[src/rtl/codificador_pkg.sv]
// Shared types, code-word constants and trit helpers for the trinary serial encoder.
package codificador_pkg;

   typedef enum logic [1:0] {OCIOSO, TRIT, SINC} estado_t;
   typedef enum logic [1:0] {T0, T1, TF} trit_t;

   localparam int unsigned ALPHA_MEIO = 16;   // alpha units per half-bit
   localparam int unsigned ALTO_CURTO = 4;    // high alphas in a short half-bit
   localparam int unsigned ALTO_LONGO = 12;   // high alphas in a long half-bit
   localparam int unsigned SINC_ALPHA = 128;  // alpha units in the sync gap
   localparam int unsigned N_TRITS    = 12;
   localparam int unsigned N_END      = 8;
   localparam int unsigned N_DADOS    = 4;

   localparam int unsigned ALPHA_W = $clog2(SINC_ALPHA);
   localparam int unsigned TRIT_W  = $clog2(N_TRITS);

   // Word contents frozen at word start
   typedef struct packed {
      logic [N_END-1:0]   end_01;
      logic [N_END-1:0]   end_f;
      logic [N_DADOS-1:0] dados;
   } palavra_t;

   // Trit for position idx: A0..A7 then D0..D3; float flag wins over the value bit
   function automatic trit_t seleciona_trit(input palavra_t p, input logic [TRIT_W-1:0] idx);
      trit_t t;
      if (idx < TRIT_W'(N_END)) begin
         if (p.end_f[idx[2:0]])       t = TF;
         else if (p.end_01[idx[2:0]]) t = T1;
         else                         t = T0;
      end else begin
         t = p.dados[idx[1:0]] ? T1 : T0;
      end
      return t;
   endfunction

   // Level inside a trit; pos[4] selects the half-bit, pos[3:0] the alpha within it
   function automatic logic nivel_trit(input trit_t t, input logic [4:0] pos);
      logic longo;
      longo = (t == T1) || ((t == TF) && pos[4]);
      return pos[3:0] < (longo ? 4'(ALTO_LONGO) : 4'(ALTO_CURTO));
   endfunction

endpackage

[src/rtl/divisor_alpha.sv]
// Alpha prescaler: counts clk cycles while enabled, held at zero otherwise.
//   clk, rst_n   : clock, async active-low reset
//   en_i         : count enable (low clears the count)
//   tick_c       : one-cycle pulse in the last clk of each alpha unit
//   pre_tick_c   : one-cycle pulse in the clk just before tick_c
module divisor_alpha #(
   parameter int unsigned ALPHA_CICLOS = 16
) (
   input  logic clk,
   input  logic rst_n,
   input  logic en_i,
   output logic tick_c,
   output logic pre_tick_c
);

   localparam int unsigned CNT_W = (ALPHA_CICLOS > 1) ? $clog2(ALPHA_CICLOS) : 1;

   logic [CNT_W-1:0] cnt_q, cnt_d;

   // Next count: clear when disabled, wrap at the end of each alpha
   always_comb begin
      cnt_d = cnt_q;
      if (!en_i)
         cnt_d = '0;
      else if (cnt_q == CNT_W'(ALPHA_CICLOS - 1))
         cnt_d = '0;
      else
         cnt_d = cnt_q + CNT_W'(1);
   end

   always_ff @(posedge clk or negedge rst_n) begin
      if (!rst_n) cnt_q <= '0;
      else        cnt_q <= cnt_d;
   end

   assign tick_c     = en_i && (cnt_q == CNT_W'(ALPHA_CICLOS - 1));
   assign pre_tick_c = en_i && (cnt_q == CNT_W'(ALPHA_CICLOS - 2));

endmodule

[src/rtl/serializador_trit.sv]
// Trinary encoder output stage: sends 8 address trits, 4 data trits and a sync gap
// as one serial code word on dout, timed in alpha units of ALPHA_CICLOS clk.
//   clk, rst_n  : clock, async active-low reset
//   A_01, A_F   : address bit values and float flags (A_01 ignored where A_F=1)
//   D           : data nibble
//   te          : transmit enable
//   dout        : serial code output
//   ocupado     : high while a word is in progress
//   fim_quadro  : one-cycle pulse in the last clk of each word
// Optional macro SERIALIZADOR_MIN4_EN: each activation sends at least 4 words.
module serializador_trit
   import codificador_pkg::*;
#(
   parameter int unsigned ALPHA_CICLOS = 16
) (
   input  logic       clk,
   input  logic       rst_n,
   input  logic [7:0] A_01,
   input  logic [7:0] A_F,
   input  logic [3:0] D,
   input  logic       te,
   output logic       dout,
   output logic       ocupado,
   output logic       fim_quadro
);

   localparam int unsigned TRIT_ALPHA = 2 * ALPHA_MEIO;

   estado_t             estado_q, estado_d;
   logic [ALPHA_W-1:0]  alpha_q, alpha_d;
   logic [TRIT_W-1:0]   trit_q, trit_d;
   palavra_t            palavra_q, palavra_d;
   logic                dout_q, dout_d;
   logic                ocupado_q, ocupado_d;
   logic                fim_q, fim_d;
   logic                inicia;
   logic                continua;
   logic                tick_c;
   logic                pre_tick_c;
   palavra_t            captura;

   divisor_alpha #(
      .ALPHA_CICLOS(ALPHA_CICLOS)
   ) u_divisor (
      .clk        (clk),
      .rst_n      (rst_n),
      .en_i       (estado_q != OCIOSO),
      .tick_c     (tick_c),
      .pre_tick_c (pre_tick_c)
   );

   // Value bits under a float flag are forced to 0 so X can never reach dout
   always_comb begin
      captura.end_01 = A_01 & ~A_F;
      captura.end_f  = A_F;
      captura.dados  = D;
   end

`ifdef SERIALIZADOR_MIN4_EN
   logic [1:0] palavras_q, palavras_d;

   assign continua = te || (palavras_q != 2'd3);

   // Words sent in this activation, saturating at 3
   always_comb begin
      palavras_d = palavras_q;
      if (inicia) begin
         if (estado_q == OCIOSO)      palavras_d = 2'd0;
         else if (palavras_q != 2'd3) palavras_d = palavras_q + 2'd1;
      end
   end

   always_ff @(posedge clk or negedge rst_n) begin
      if (!rst_n) palavras_q <= 2'd0;
      else        palavras_q <= palavras_d;
   end
`else
   assign continua = te;
`endif

   // Next state, counters, capture, and the registered output values
   always_comb begin
      estado_d  = estado_q;
      alpha_d   = alpha_q;
      trit_d    = trit_q;
      palavra_d = palavra_q;
      fim_d     = 1'b0;
      inicia    = 1'b0;

      unique case (estado_q)
         OCIOSO: begin
            if (te) inicia = 1'b1;
         end
         TRIT: begin
            if (tick_c) begin
               if (alpha_q == ALPHA_W'(TRIT_ALPHA - 1)) begin
                  alpha_d = '0;
                  if (trit_q == TRIT_W'(N_TRITS - 1)) begin
                     estado_d = SINC;
                     trit_d   = '0;
                  end else begin
                     trit_d = trit_q + TRIT_W'(1);
                  end
               end else begin
                  alpha_d = alpha_q + ALPHA_W'(1);
               end
            end
         end
         SINC: begin
            // Flag the next clk as the final one of the word
            fim_d = (alpha_q == ALPHA_W'(SINC_ALPHA - 1)) && pre_tick_c;
            if (tick_c) begin
               if (alpha_q == ALPHA_W'(SINC_ALPHA - 1)) begin
                  alpha_d = '0;
                  if (continua) inicia   = 1'b1;
                  else          estado_d = OCIOSO;
               end else begin
                  alpha_d = alpha_q + ALPHA_W'(1);
               end
            end
         end
         default: begin
            estado_d = OCIOSO;
            alpha_d  = '0;
            trit_d   = '0;
         end
      endcase

      if (inicia) begin
         estado_d  = TRIT;
         alpha_d   = '0;
         trit_d    = '0;
         palavra_d = captura;
      end

      ocupado_d = (estado_d != OCIOSO);

      // dout follows the position the counters will hold after this edge
      unique case (estado_d)
         TRIT:    dout_d = nivel_trit(seleciona_trit(palavra_d, trit_d), alpha_d[4:0]);
         SINC:    dout_d = (alpha_d < ALPHA_W'(ALTO_CURTO));
         default: dout_d = 1'b0;
      endcase
   end

   always_ff @(posedge clk or negedge rst_n) begin
      if (!rst_n) begin
         estado_q  <= OCIOSO;
         alpha_q   <= '0;
         trit_q    <= '0;
         palavra_q <= '0;
         dout_q    <= 1'b0;
         ocupado_q <= 1'b0;
         fim_q     <= 1'b0;
      end else begin
         estado_q  <= estado_d;
         alpha_q   <= alpha_d;
         trit_q    <= trit_d;
         palavra_q <= palavra_d;
         dout_q    <= dout_d;
         ocupado_q <= ocupado_d;
         fim_q     <= fim_d;
      end
   end

   assign dout       = dout_q;
   assign ocupado    = ocupado_q;
   assign fim_quadro = fim_q;

endmodule

[config.mk]
export PLATFORM = sky130hd
export DESIGN_NAME = serializador_trit
export DESIGN_NICKNAME = d
export VERILOG_FILES = /design/src/rtl/codificador_pkg.sv /design/src/rtl/divisor_alpha.sv /design/src/rtl/serializador_trit.sv
export SDC_FILE = /design/constraint.sdc
export NUM_CORES = 1
export LEC_CHECK = 0
export CELL_PAD_IN_SITES_DETAIL_PLACEMENT = 0
export CELL_PAD_IN_SITES_GLOBAL_PLACEMENT = 1
export CORE_MARGIN = 4
export CORE_UTILIZATION = 41
export CTS_CLUSTER_DIAMETER = 80
export CTS_CLUSTER_SIZE = 28
export DETAILED_ROUTE_END_ITERATION = 16
export PLACE_DENSITY = 0.88
export SYNTH_ARGS = -nofsm -noshare
export SYNTH_HDL_FRONTEND = slang
export SYNTH_SLANG_ARGS = --single-unit
[constraint.sdc]
create_clock -name clk -period 8.2 [get_ports clk]
set_clock_uncertainty 0.15 [all_clocks]
set_input_delay 0.82 -clock clk [delete_from_list [all_inputs] [get_ports clk]]
set_output_delay 0.82 -clock clk [all_outputs]
set_load 0.005 [all_outputs]
==> flow_metrics.tcl <==
set metrics [dict create \
    status "finished, final reports clean" \
    worstSetupEndpointType "flip-flop" \
    rows 27 \
    vdd.ir_drop.worst_mv 0.08914 \
    synth_edf_count 0 \
    insertedDiodeCount 0 \
    dr.pass1.iters 4 \
    worst_pin_slew_ps 884.1 \
    rsz0062_at_grt "no" \
    cts_tree "yes" \
    cts_setup_buffers 0 \
    yosysWarnings 0 \
    ys_types 51 \
    max_freq_ghz 0.2692 \
    grt_first_pass_wirelength_mm 8.066 \
    grt_pass1_vias 1781 \
    slowest_delay_ps 590 \
    netlist_top_cells_area "dfrtp_1, nand2_1, ha_1, mux2i_1, nor2_1" \
    grt_max_degree 41 \
    finalSetupViolCount 0 \
    slew_headroom_pct 41.06 \
    start_kind "flip-flop" \
    drv_slew 0 \
    finalNetCount 306 \
    grt_overflow_total 0 \
    core_mm2 0.005507 \
    synth_top_area_share_pct 43.20 \
    die_y_um 83.18 \
    clockRootBuffer "clkbuf_8" \
    final.setup.tns_ps 0 \
    dp_hpwl_mm 3.376 \
    ys_seq_area_share_pct 43.20 \
    ys_seq_elements 40 \
    synthToLayoutAreaGrowth_pct 16.74 \
    cts_buffer_depth 2 \
    postCtsHoldBufs 0 \
    period_minus_slack_ps 3715 \
    avgSynthCellArea_um2 9.195 \
    routed-via-count 1796 \
    synth_area_leader_cell "dfrtp_1" \
    cts_resized 0 \
    crit_type "flip-flop to flip-flop" \
    start_util_pct 42.08 \
    power.density_mw_per_mm2 237.4 \
    die-area_mm2 0.006919 \
    place_area_mm2 0.002594 \
    netlist_area_mm2 0.002317 \
    antenna_found_initial 0 \
    htreeDepth 2 \
    syn_nets 283 \
    post_drt_wl_per_cell_um 13.43 \
    critPathSlowestCell "dfrtp_1" \
    hp-class "flip-flop to flip-flop" \
    synthFlopType "dfrtp_1" \
    cp.arrival_ps 3750 \
    drc_errors 0 \
    ant_nets 0 \
    gp_congestion 0.8747 \
    finalCritPeriodShare_pct 45.30 \
    drive_gt1_share_pct 10.14 \
    syn_inst 252 \
    viasPerCell 5.161 \
    worstPathMaxFanout 19 \
    portBuffers 25 \
    final_util_pct 49.13 \
    hold_violations 0 \
    io_pins 26 \
    clkSinkCount 40 \
    grt_use_total_pct 14.14 \
    async_reset_ff_share_pct 100.0 \
    die_w_um 83.18 \
    cp.required_ps 8240 \
    insertion_delay_ps 290 \
    drtIter0Drc 79 \
    cts_made_buffers 5 \
    wl_mm 4.673 \
    critical_path.cell_chain "nand2b_1 > a211o_1 > o221ai_2 > mux2i_1 > a211oi_2 > o32a_2 > mux2i_1 > a221oi_2 > ha_1 > nand2b_1 > a21oi_1 > o21a_1" \
    leakage_nw 1.204 \
    clk_pin_slew_ps 80 \
    stdcell_area_mm2 0.002705 \
    cap_violations 0 \
]
-- metal layers --
layer | GRT usage [%] | share of wire [%] | vias up
li1 | - | - | 920
met1 | 17.68 | 48 | 838
met2 | 24.20 | 47 | 30
met3 | 2.877 | 3.7 | 8
met4 | 4.903 | 1.6 | 0
met5 | 0 | 0 | -
-- sequential cells by signal, indices dropped and copies added (netlist names) --
name,count
alpha_q,7
dout,1
estado_q,2
fim_quadro,1
ocupado,1
palavra_q,20
trit_q,4
u_divisor.cnt_q,4
-- where the power goes --
| part | internal (mW) | switching [mW] | leakage (nW) |
|---|---|---|---|
| clock | 0.0901 | 0.0713 | 0.0541 |
| sequential | 0.260 | 0.0418 | 0.510 |
| combinational | 0.0891 | 0.0902 | 0.639 |
-- logic make-up (layout without fill, tap and decap cells) --
kind of cell / Yosys count / count (layout) / share of synthesized area [%]
AO/OA/AOI/OAI: 47 / 47 / 15.01
XOR/XNOR: 4 / 4 / 1.512
adder cells (fa/ha/maj): 9 / 9 / 4.752
buffers and inverters: 20 / 44 / 4.481
flip-flops: 40 / 40 / 43.20
multiplexers: 16 / 16 / 7.343
AND/OR/NAND/NOR: 116 / 116 / 23.70
-- synth_stat cells (all sizes together), types with 3 or more instances --
library cell	number
xor2	3
mux2	5
nor2b	7
a21o	3
and3	4
nand2b	10
a21oi	10
ha	8
mux2i	11
o21ai	13
nor3	3
buf	7
clkbuf	3
dfrtp	40
nand2	52
nor2	19
nand3	10
inv	10
o21a	3
a211oi	5
-- area by class of cell --
class                      count  area [µm²]
tap                           72       90.09
timing repair buffer          26       252.7
inverter                      10       37.54
fill                         521        2801
sequential                    40        1001
clock buffer                   5       68.82
clock inverter                 3       42.54
multi-input combinational    192        1212
-- metrics by stage --
step	std cells	hold slack [ps]	total power [mW]	setup WS (ps)
2_1_floorplan	252	295.0	0.4283	5026
5_1_grt	348	359.1	0.6917	4279
4_1_cts	348	336.1	0.6498	4473
3_3_place_gp	340	307.9	0.4790	4265
6_report	348	332.0	0.6423	4485
3_5_place_dp	340	315.4	0.4867	4237
-- placed cells by master, fill, tap and decap left out, types with 2 or more instances in the layout --
cell              n
a211oi_1          3
a211oi_2          2
a21o_1            3
a21oi_1          10
and3_1            3
and4_1            2
clkbuf_8          5
clkdlybuf4s50_1  24
dfrtp_1          40
ha_1              8
inv_1             9
mux2_2            4
mux2i_1          10
nand2_1          52
nand2b_1         10
nand3_1          10
nor2_1           19
nor2b_1           7
nor3_1            3
o21a_1            3
o21ai_0          12
o31ai_1           2
or2_2             2
or3_1             2
xor2_1            3
-- worst paths after layout --
check / from / slack, ps / cells after the start / end
worst max-delay path: estado_q[1] / 4490 / 12 / dout
worst min-delay path: palavra_q[14] / 330 / 2 / palavra_q[14]
worst max register to register: estado_q[1] / 4490 / 12 / dout
worst min register to register: palavra_q[14] / 330 / 2 / palavra_q[14]
max in group asynchronous: rst_n / 6850 / 1 / palavra_q[3]
min in group asynchronous: rst_n / 490 / 1 / u_divisor.cnt_q[3]
-- worst max-delay path: cells and delay by family, from the launching register on --
family | cells | cell delay, ps
AO/OA/AOI/OAI | 7 | 1860
flip-flops | 1 | 590
multiplexers | 2 | 460
AND/OR/NAND/NOR | 2 | 370
adder cells (fa/ha/maj) | 1 | 160
Note: power is estimated with default switching activity, not from simulation.
